$ cat config.mk
export PLATFORM = sky130hd
export DESIGN_NAME = instr_mem_pipe_flat
export DESIGN_NICKNAME = d
export VERILOG_FILES = /design/src/rtl/instr_mem_pipe_if.sv /design/src/rtl/instr_mem_pipe.sv /design/src/flat_wrapper.sv
export SDC_FILE = /design/constraint.sdc
export NUM_CORES = 2
export LEC_CHECK = 0
export BUFFER_PORTS_ARGS = -buffer_cell sky130_fd_sc_hd__clkbuf_2
export CAP_MARGIN = 20
export CORE_AREA = 2 2 484 486
export DETAILED_ROUTE_END_ITERATION = 8
export DIE_AREA = 0 0 486 488
export PLACE_DENSITY = 0.53
export SYNTH_ARGS = -nofsm -noshare
export SYNTH_HDL_FRONTEND = slang
export SYNTH_SLANG_ARGS = --single-unit
$ cat constraint.sdc
create_clock -name clk -period 8.6 [get_ports clk]
set_clock_uncertainty 0.15 [all_clocks]
set_input_delay 2.15 -clock clk [delete_from_list [all_inputs] [get_ports clk]]
set_output_delay 2.15 -clock clk [all_outputs]
set_load 0.1 [all_outputs]
$ cat src/rtl/instr_mem_pipe_if.sv
// Fetch request/response handshake between the fetch stage (master) and
// the instruction memory (slave).
interface instr_mem_pipe_if #(
    parameter int unsigned ADDR_W = 32,
    parameter int unsigned DATA_W = 32
);
    logic              req_valid;
    logic              req_ready;
    logic [ADDR_W-1:0] req_addr;
    logic              resp_valid;
    logic              resp_ready;
    logic [DATA_W-1:0] resp_instr;
    logic              resp_fault;

    modport master (
        output req_valid, req_addr, resp_ready,
        input  req_ready, resp_valid, resp_instr, resp_fault
    );

    modport slave (
        input  req_valid, req_addr, resp_ready,
        output req_ready, resp_valid, resp_instr, resp_fault
    );
endinterface

$ cat src/rtl/instr_mem_pipe.sv
// Clocked instruction memory with a LATENCY-deep response pipeline,
// fault flagging, runtime load port, flush and saturating event counters.
module instr_mem_pipe #(
    parameter int unsigned        DATA_W     = 32,
    parameter int unsigned        DEPTH      = 64,
    parameter int unsigned        ADDR_W     = 32,
    parameter int unsigned        LATENCY    = 1,
    parameter logic [DATA_W-1:0]  FAULT_WORD = '0
) (
    input  logic              clk,
    input  logic              rst_n,
    instr_mem_pipe_if.slave   bus,
    input  logic              flush,
    input  logic              load_en,
    input  logic [ADDR_W-1:0] load_addr,
    input  logic [DATA_W-1:0] load_data,
    output logic [15:0]       fetch_cnt,
    output logic [15:0]       fault_cnt
);
    localparam int unsigned     IDX_W     = $clog2(DEPTH);
    localparam logic [ADDR_W:0] MEM_BYTES = (ADDR_W + 1)'(DEPTH) << 2;

    logic [DATA_W-1:0] mem [DEPTH];

    logic              st_valid [LATENCY];
    logic [DATA_W-1:0] st_instr [LATENCY];
    logic              st_fault [LATENCY];

    logic             advance;
    logic             accept;
    logic             consume;
    logic             req_fault;
    logic             load_ok;
    logic [IDX_W-1:0] req_idx;
    logic [IDX_W-1:0] load_idx;

    always_comb begin
        advance   = !st_valid[LATENCY-1] || bus.resp_ready;
        accept    = bus.req_valid && advance && !flush;
        consume   = st_valid[LATENCY-1] && bus.resp_ready && !flush;
        req_fault = (bus.req_addr[1:0] != 2'b00) || ({1'b0, bus.req_addr} >= MEM_BYTES);
        load_ok   = {1'b0, load_addr} < MEM_BYTES;
        req_idx   = bus.req_addr[IDX_W+1:2];
        load_idx  = load_addr[IDX_W+1:2];
    end

    assign bus.req_ready  = advance && !flush;
    assign bus.resp_valid = st_valid[LATENCY-1];
    assign bus.resp_instr = st_instr[LATENCY-1];
    assign bus.resp_fault = st_fault[LATENCY-1];

    // Contents deliberately survive reset; a same-edge fetch sees the old word.
    always_ff @(posedge clk) begin
        if (load_en && load_ok) begin
            mem[load_idx] <= load_data;
        end
    end

    always_ff @(posedge clk) begin
        if (!rst_n) begin
            for (int unsigned i = 0; i < LATENCY; i++) begin
                st_valid[i] <= 1'b0;
                st_instr[i] <= '0;
                st_fault[i] <= 1'b0;
            end
        end else if (flush) begin
            for (int unsigned i = 0; i < LATENCY; i++) begin
                st_valid[i] <= 1'b0;
            end
        end else if (advance) begin
            st_valid[0] <= accept;
            if (accept) begin
                st_instr[0] <= req_fault ? FAULT_WORD : mem[req_idx];
                st_fault[0] <= req_fault;
            end
            for (int unsigned i = 1; i < LATENCY; i++) begin
                st_valid[i] <= st_valid[i-1];
                st_instr[i] <= st_instr[i-1];
                st_fault[i] <= st_fault[i-1];
            end
        end
    end

    always_ff @(posedge clk) begin
        if (!rst_n) begin
            fetch_cnt <= '0;
            fault_cnt <= '0;
        end else begin
            if (accept && (fetch_cnt != '1)) begin
                fetch_cnt <= fetch_cnt + 16'd1;
            end
            if (consume && st_fault[LATENCY-1] && (fault_cnt != '1)) begin
                fault_cnt <= fault_cnt + 16'd1;
            end
        end
    end
endmodule
$ cat src/flat_wrapper.sv
// flat-port wrapper written by rule: the top's interface ports become plain ports
module instr_mem_pipe_flat 
#(
    parameter int unsigned        DATA_W     = 32,
    parameter int unsigned        DEPTH      = 64,
    parameter int unsigned        ADDR_W     = 32,
    parameter int unsigned        LATENCY    = 1,
    parameter logic [DATA_W-1:0]  FAULT_WORD = '0
)
  (clk, rst_n, flush, load_en, load_addr, load_data, fetch_cnt, fault_cnt, bus_req_valid, bus_req_addr, bus_resp_ready, bus_req_ready, bus_resp_valid, bus_resp_instr, bus_resp_fault);
  instr_mem_pipe_if #(.ADDR_W(ADDR_W), .DATA_W(DATA_W)) bus_i ();
  input  logic clk;
  input  logic rst_n;
  input  logic flush;
  input  logic load_en;
  input  logic [ADDR_W-1:0] load_addr;
  input  logic [DATA_W-1:0] load_data;
  output logic [15:0] fetch_cnt;
  output logic [15:0] fault_cnt;
  input wire logic [$bits(bus_i.req_valid)-1:0] bus_req_valid;
  input wire logic [$bits(bus_i.req_addr)-1:0] bus_req_addr;
  input wire logic [$bits(bus_i.resp_ready)-1:0] bus_resp_ready;
  output wire logic [$bits(bus_i.req_ready)-1:0] bus_req_ready;
  output wire logic [$bits(bus_i.resp_valid)-1:0] bus_resp_valid;
  output wire logic [$bits(bus_i.resp_instr)-1:0] bus_resp_instr;
  output wire logic [$bits(bus_i.resp_fault)-1:0] bus_resp_fault;
  assign bus_i.req_valid = bus_req_valid;
  assign bus_i.req_addr = bus_req_addr;
  assign bus_i.resp_ready = bus_resp_ready;
  assign bus_req_ready = bus_i.req_ready;
  assign bus_resp_valid = bus_i.resp_valid;
  assign bus_resp_instr = bus_i.resp_instr;
  assign bus_resp_fault = bus_i.resp_fault;
  instr_mem_pipe #(.DATA_W(DATA_W), .DEPTH(DEPTH), .ADDR_W(ADDR_W), .LATENCY(LATENCY), .FAULT_WORD(FAULT_WORD)) u_core (.clk(clk), .rst_n(rst_n), .bus(bus_i), .flush(flush), .load_en(load_en), .load_addr(load_addr), .load_data(load_data), .fetch_cnt(fetch_cnt), .fault_cnt(fault_cnt));
endmodule
# ---- Word level (Yosys, flattened, before mapping)
# Memories as Yosys holds them, arrays and structs flattened.
# Index checks and enable logic that the tools add are counted.
dict set report word_totals {
  ff_bits 32
  ram_bits 2082
  inputBits 102
  out_inout_bits 67
  word_cells 54
  n_memories 4
}
dict set report op_classes {
  n_addsub 2
  n_lt_le_gt_ge 2
  eq_ne 2
  muxes 24
  reduce_logical 18
}
# name words word_bits rd rd_ports_with_merged_regs wr line
set mem_list {}
lappend mem_list {u_core.mem 64 32 1 0 1 instr_mem_pipe.sv:23} ;# logic [DATA_W-1:0] mem [DEPTH];
lappend mem_list {u_core.st_instr 1 32 1 0 1 instr_mem_pipe.sv:26} ;# logic [DATA_W-1:0] st_instr [LATENCY];
lappend mem_list {u_core.st_fault 1 1 1 0 1 instr_mem_pipe.sv:27} ;# logic st_fault [LATENCY];
lappend mem_list {u_core.st_valid 1 1 1 0 1 instr_mem_pipe.sv:25} ;# logic st_valid [LATENCY];
# op n
set op_table {}
lappend op_table {{two-way mux 32 bit} 2}
lappend op_table {{adder 16 x 1 -> 16 bit, second input constant} 2}
lappend op_table {{>= comparator 32 x 9 -> 1 bit, second input constant} 1}
lappend op_table {{< comparator 32 x 9 -> 1 bit, second input constant} 1}
lappend op_table {{!= test 16 bit, second input constant} 2}
lappend op_table {{OR reduction 32 bit} 1}
lappend op_table {{two-way mux 1 bit} 22}
lappend op_table {{logical AND 1 bit} 9}
lappend op_table {{OR reduction 1 bit} 3}
lappend op_table {{zero test 1 bit} 2}
lappend op_table {{logical OR 1 bit} 2}
lappend op_table {{nonzero test 2 bit} 1}

# ---- Longest topological paths before layout
dict set report logic_depth {
  word_depth 11
  ltp_mapped 10
}

# ---- Worst setup path after synthesis
# OpenSTA, ideal clock, no wires.
dict set report synth_path {
  kind {in2out}
  start {input port bus_resp_ready}
  end {output port bus_req_ready}
  arrival_ns 3.450
  required_time_ns 6.300
  slack_ns 2.850
  path_stages 2
  path_cell_list {nor2b_1 > nor2_1}
}
dict set report synth_via {
  elab_chain_cells 2
}
# element line
set synth_lines {}
lappend synth_lines {{start, declared} flat_wrapper.sv:22} ;# input wire logic [$bits(bus_i.resp_ready)-1:0] bus_resp_ready;
lappend synth_lines {{logical OR 1 bit} instr_mem_pipe.sv:38} ;# advance = !st_valid[LATENCY-1] || bus.resp_ready;
lappend synth_lines {{logical AND 1 bit} instr_mem_pipe.sv:47} ;# assign bus.req_ready = advance && !flush;
lappend synth_lines {{end, declared} flat_wrapper.sv:23} ;# output wire logic [$bits(bus_i.req_ready)-1:0] bus_req_ready;
# No other way between the ends.

# ---- Final worst setup path
dict set report layout_path {
  start {input port load_addr[31]}
  end {memory u_core.mem[13][11], enable pin}
}
dict set report layout_via {
  elab_chain_cells 4
}
# element line
set layout_lines {}
lappend layout_lines {{start, declared} flat_wrapper.sv:16} ;# input logic [ADDR_W-1:0] load_addr;
lappend layout_lines {{< comparator 32 x 9 -> 1 bit} instr_mem_pipe.sv:42} ;# load_ok = {1'b0, load_addr} < MEM_BYTES;
lappend layout_lines {{logical AND 1 bit} instr_mem_pipe.sv:54} ;# if (load_en && load_ok) begin
lappend layout_lines {{two-way mux 1 bit} instr_mem_pipe.sv:54}
lappend layout_lines {{two-way mux 1 bit (not written as such)} instr_mem_pipe.sv:55} ;# mem[load_idx] <= load_data;
lappend layout_lines {{end, declared} instr_mem_pipe.sv:23}
# No other way between the ends.

==> reports/results.md <==
| Stage | Item | Reported |
|---|---|---|
| worst setup path | Critical Path Slowest Stage Cell | sky130_fd_sc_hd__nor2_4 |
| worst setup path | Kind of end point of the critical path | register |
| power and ir drop | Sequential share of power | 0.539 |
| clocking | Hold-fix buffer count after cts | 0 |
| routing | Total iterations of the first detailed-routing run | 8 |
| synth | Number of storage elements in the synthesis netlist | 2,114 |
| grt | Total global-route track usage | 0.1732 |
| placement | # port buffers | 166 |
| grt | Number of antenna violations at the first check in global routing | 8 |
| power and ir drop | P_leak | 28.63 nW |
| power and ir drop | Switching fraction of total power | 0.2130 |
| synth | Flip-flop cell with the highest count after synthesis | sky130_fd_sc_hd__edfxtp_1 |
| finish | Share of layout cells above drive strength 1 | 0.3271 |
| floorplan | I/O pin cnt | 169 |
| synth | Fraction of registers with async set or reset after synthesis | 0 |
| synth | Top cells by area, synth | sky130_fd_sc_hd__edfxtp_1 (77%), sky130_fd_sc_hd__mux4_2 (17%), sky130_fd_sc_hd__dfxtp_1 (0.79%) |
| job | Maximum Capacitance Violations | 0 |
| worst setup path | CP startpoint kind | primary input |
| clocking | Clk slew on worst S/H paths | 0.06 ns |
| routing | Routed WL per cell | 29.67 µm |
| power and ir drop | Design Power | 21.02 mW |
| grt | Via count of the first global-routing pass | 38,200 |
| sta | Setup violation total in the final timing report | 0 |
| worst hold path | Worst min-delay path class | register to register |
| worst setup path | Setup CP Type | primary input to register |
| clocking | Insertion delay of the later-clocked pin in the worst-skew pair | 0.85 ns |
| floorplan | Total core area | 231,900 µm² |
| clocking | Number of cells upsized or downsized after cts | 0 |
| placement | Final estimated routing congestion in global placement | 0.7583 |
| synth | Distinct cells, synth | 51 |
| synth | Number of synthesized flops with an enable pin | 2,082 |
| clocking | Count of H-tree levels built during CTS | 4 |
| floorplan | Starting density of the core | 0.3491 |
| power and ir drop | Combinational share of power | 0.044 |
| routing | Antenna violation net count after detailed routing | 0 |
| clocking | TritonCTS clock tree | built |
| synth | Cell taking the most area after synthesis | sky130_fd_sc_hd__edfxtp_1 |
| floorplan | Chip Height | 488 µm |
| synth | Fraction of the yosys area taken by sequential cells | 0.7804 |
| placement | Instance area after placement | 86,310 µm² |
| routing | Drt initial violations | 3,840 |
| power and ir drop | Switching power | 4.476 mW |
| sta | Fmax | 174.4 MHz |
| floorplan | DIE AREA | 237,200 µm² |
| routing | Sum of routed wire length over all layers | 205.6 mm |
| synth | Cell count after synthesis | 3,377 |
| synth | Per-instance average area after synthesis | 23.97 µm² |
| floorplan | Number of rows in the core area | 177 |
| grt | Maximum number of pins on one net before global-route repair | 105 |
| clocking | Root buffer cell | sky130_fd_sc_hd__clkbuf_16 |
| sta | Slew of the pin with the lowest slew margin | 1.134 ns |
| worst setup path | Largest stage delay on the critical path | 1.19 ns |
| worst setup path | Buffers plus inverters on the worst setup path | 2 |
| clocking | Worst-case clock buffer depth | 3 |
| finish | Number of nets at the end of the flow | 3,822 |
| worst setup path | Dominant delay contributor by cell family on the critical path | simple AND/OR/NAND/NOR gates |
| clocking | Number of sinks on the clock net | 2,114 |
| synth | Synth top area share | 0.7725 |
| placement | Place WS | 2.022 ns |
| sta | Final-report hold violation count | 0 |
| sta | Final Critical Period | 5.734 ns |
| finish | Number of filler instances in the final layout | 20,231 |
| sta | Summed negative setup slack over all endpoints | 0 ns |
| run status | Status | completed |
| synth | Most frequent cell after synthesis | sky130_fd_sc_hd__edfxtp_1 |
| sta | Setup repair after global routing missed its margin | false |
| routing | Drt via density | 5.307 |
| power and ir drop | Peak supply drop | 0.2572 mV |
| worst setup path | CP Data Arrival Time | 6.09 ns |
| power and ir drop | Clock power share | 0.417 |
| finish | Total non-filler cell area in the finished layout | 92,990 µm² |
| routing | Number of design rule violations left after detail routing | 0 |
| routing | Via total after detailed routing | 36,778 |
| finish | Area Growth Syn to Fin | 14.89% |
| synth | Post-Synthesis Net Count | 3,481 |
| synth | Most frequent cells after synthesis | sky130_fd_sc_hd__edfxtp_1 (2,082), sky130_fd_sc_hd__mux4_2 (622), sky130_fd_sc_hd__nor2_1 (106), sky130_fd_sc_hd__buf_2 (74), sky130_fd_sc_hd__inv_1 (48) |
| worst setup path | Worst-path fanout max | 20 |
| grt | Wire length of the first global-routing pass | 291.7 mm |
| synth | Netlist area before placement | 80,940 µm² |
| placement | Post-DP HPWL | 116.2 mm |
| sta | Final count of pins violating max slew | 0 |
| worst setup path | Crit path cell chain | clkbuf_2 -> nor4b_1 -> nand4_1 -> nor3_1 -> nand3_1 -> nor2_4 -> buf_4 |
| worst setup path | Required time at the worst-slack endpoint | 8.96 ns |
| floorplan | Horizontal die dimension | 486 µm |
| sta | Max-Slew Margin vs Limit | 0.2420 |
| sta | Portion of the clock cycle consumed by the worst path in the final layout | 0.6667 |
| sta | Final Worst Setup Slack | 2.866 ns |
| synth | Number of synthesis warnings | 0 |
| clocking | Num CTS Buffers | 216 |
| grt | Total gr overflow | 0 |
| clocking | Total setup buffers inserted after CTS | 0 |
| power and ir drop | Internal Pwr Total | 16.54 mW |
| power and ir drop | Pwr per Cell Area | 226.0 nW/µm² |
worst reg2reg max path: cells and delay by family (launching register included):
| kind | cells | cell delay, ns |
|---|---|---|
| buffers and inverters | 2 | 0.56 |
| AOI/OAI and AO/OA | 2 | 1.34 |
| and+or+nand+nor | 3 | 1.14 |
| DFF | 1 | 0.44 |
final timing paths:
kind	startpoint	end	slack, ns	depth (start not counted)
hold / removal	u_core.fetch_cnt[1]	u_core.fetch_cnt[1]	0.37	2
setup / recovery	load_addr[31]	u_core.mem[13][11]	2.87	7
hold reg to reg	u_core.fetch_cnt[1]	u_core.fetch_cnt[1]	0.37	2
setup reg to reg	u_core.st_valid[0]	u_core.st_instr[0][7]	4.83	7
cell families after synthesis:
logic type               Yosys count  synth area share
adder cells (fa/ha/maj)            2         0.0003091
flip-flops                      2114            0.7804
AO/OA/AOI/OAI                    102           0.01008
XOR/XNOR                          29          0.003138
buffers and inverters            224           0.01362
multiplexers                     652            0.1768
AND/OR/NAND/NOR                  254           0.01564
stage by stage:
| step | util | hold WS (ns) | instances |
|---|---|---|---|
| detailed placement | 0.3722 | 0.3633 | 6537 |
| global placement | 0.3720 | 0.3583 | 6534 |
| floorplan | - | 0.7529 | 3377 |
| finish | 0.4010 | 0.3748 | 6930 |
| global route | 0.4010 | 0.4275 | 6929 |
| CTS | 0.4004 | 0.3716 | 6923 |
cell type report:
cell class / instances / area [µm²] / share of cell area
sequential: 2114 / 63160 / 0.6792
inverter: 48 / 180.2 / 0.001938
timing repair buffer: 299 / 2150 / 0.02312
multi-input combinational: 1039 / 17170 / 0.1846
antenna: 1 / 2.502 / 0.00002691
tap: 3043 / 3807 / 0.04095
clock inverter: 113 / 859.6 / 0.009244
clock buffer: 273 / 5662 / 0.06089
power by group through the flow:
stage | clock (mW) | combinational [mW] | sequential, mW
2_1_floorplan | 0 | 0.496 | 11.6
3_3_place_gp | 0 | 0.943 | 11.5
3_5_place_dp | 0 | 0.953 | 11.5
4_1_cts | 8.96 | 0.954 | 11.3
5_1_grt | 9.35 | 0.994 | 11.3
6_report | 8.76 | 0.931 | 11.3
layout by cell type (no fill, tap or decap), types with 6 or more instances in the layout:
cell                        netlist  final
sky130_fd_sc_hd__a221o_1         13     13
sky130_fd_sc_hd__nor3_1           9      9
sky130_fd_sc_hd__nand3_1         22     22
sky130_fd_sc_hd__nand4_1         14     14
sky130_fd_sc_hd__nor2b_1         22     22
sky130_fd_sc_hd__nor4_1          18     18
sky130_fd_sc_hd__clkbuf_16        0    218
sky130_fd_sc_hd__o221ai_1         8      8
sky130_fd_sc_hd__inv_1           48     48
sky130_fd_sc_hd__buf_12           0     14
sky130_fd_sc_hd__clkbuf_2         0    161
sky130_fd_sc_hd__a21oi_1         10     10
sky130_fd_sc_hd__o2bb2ai_1        8      8
sky130_fd_sc_hd__bufinv_16        0      8
sky130_fd_sc_hd__mux2i_1         28     28
sky130_fd_sc_hd__nand2_1         28     27
sky130_fd_sc_hd__dfxtp_1         32     32
sky130_fd_sc_hd__clkinv_1         0     56
sky130_fd_sc_hd__buf_4           25    114
sky130_fd_sc_hd__nor2_1         106     42
sky130_fd_sc_hd__nor2_4           0     64
sky130_fd_sc_hd__clkinv_2         0     29
sky130_fd_sc_hd__a22o_1           6      6
sky130_fd_sc_hd__xnor2_1         29     29
sky130_fd_sc_hd__a211oi_1        10     10
sky130_fd_sc_hd__a2111oi_0       10     10
sky130_fd_sc_hd__a211o_1         10     10
sky130_fd_sc_hd__edfxtp_1      2082   2082
sky130_fd_sc_hd__mux4_2         622    622
sky130_fd_sc_hd__a22oi_1         11     11
sky130_fd_sc_hd__inv_6            0      6
sky130_fd_sc_hd__clkbuf_1        46     55
routing by layer:
layer,GRT usage,vias to the layer above,share of wire
met1,0.2383,20128,0.43
li1,-,15248,-
met4,0.05458,6,0.030
met2,0.2784,1107,0.48
met5,0,-,0.00017
met3,0.03402,289,0.058
sequential cells by signal, indices dropped and copies added (netlist names):
signal,cells
u_core.st_valid,1
u_core.st_instr,32
u_core.mem,2048
u_core.fault_cnt,16
u_core.st_fault,1
u_core.fetch_cnt,16
(Power assumes the default switching activity.)
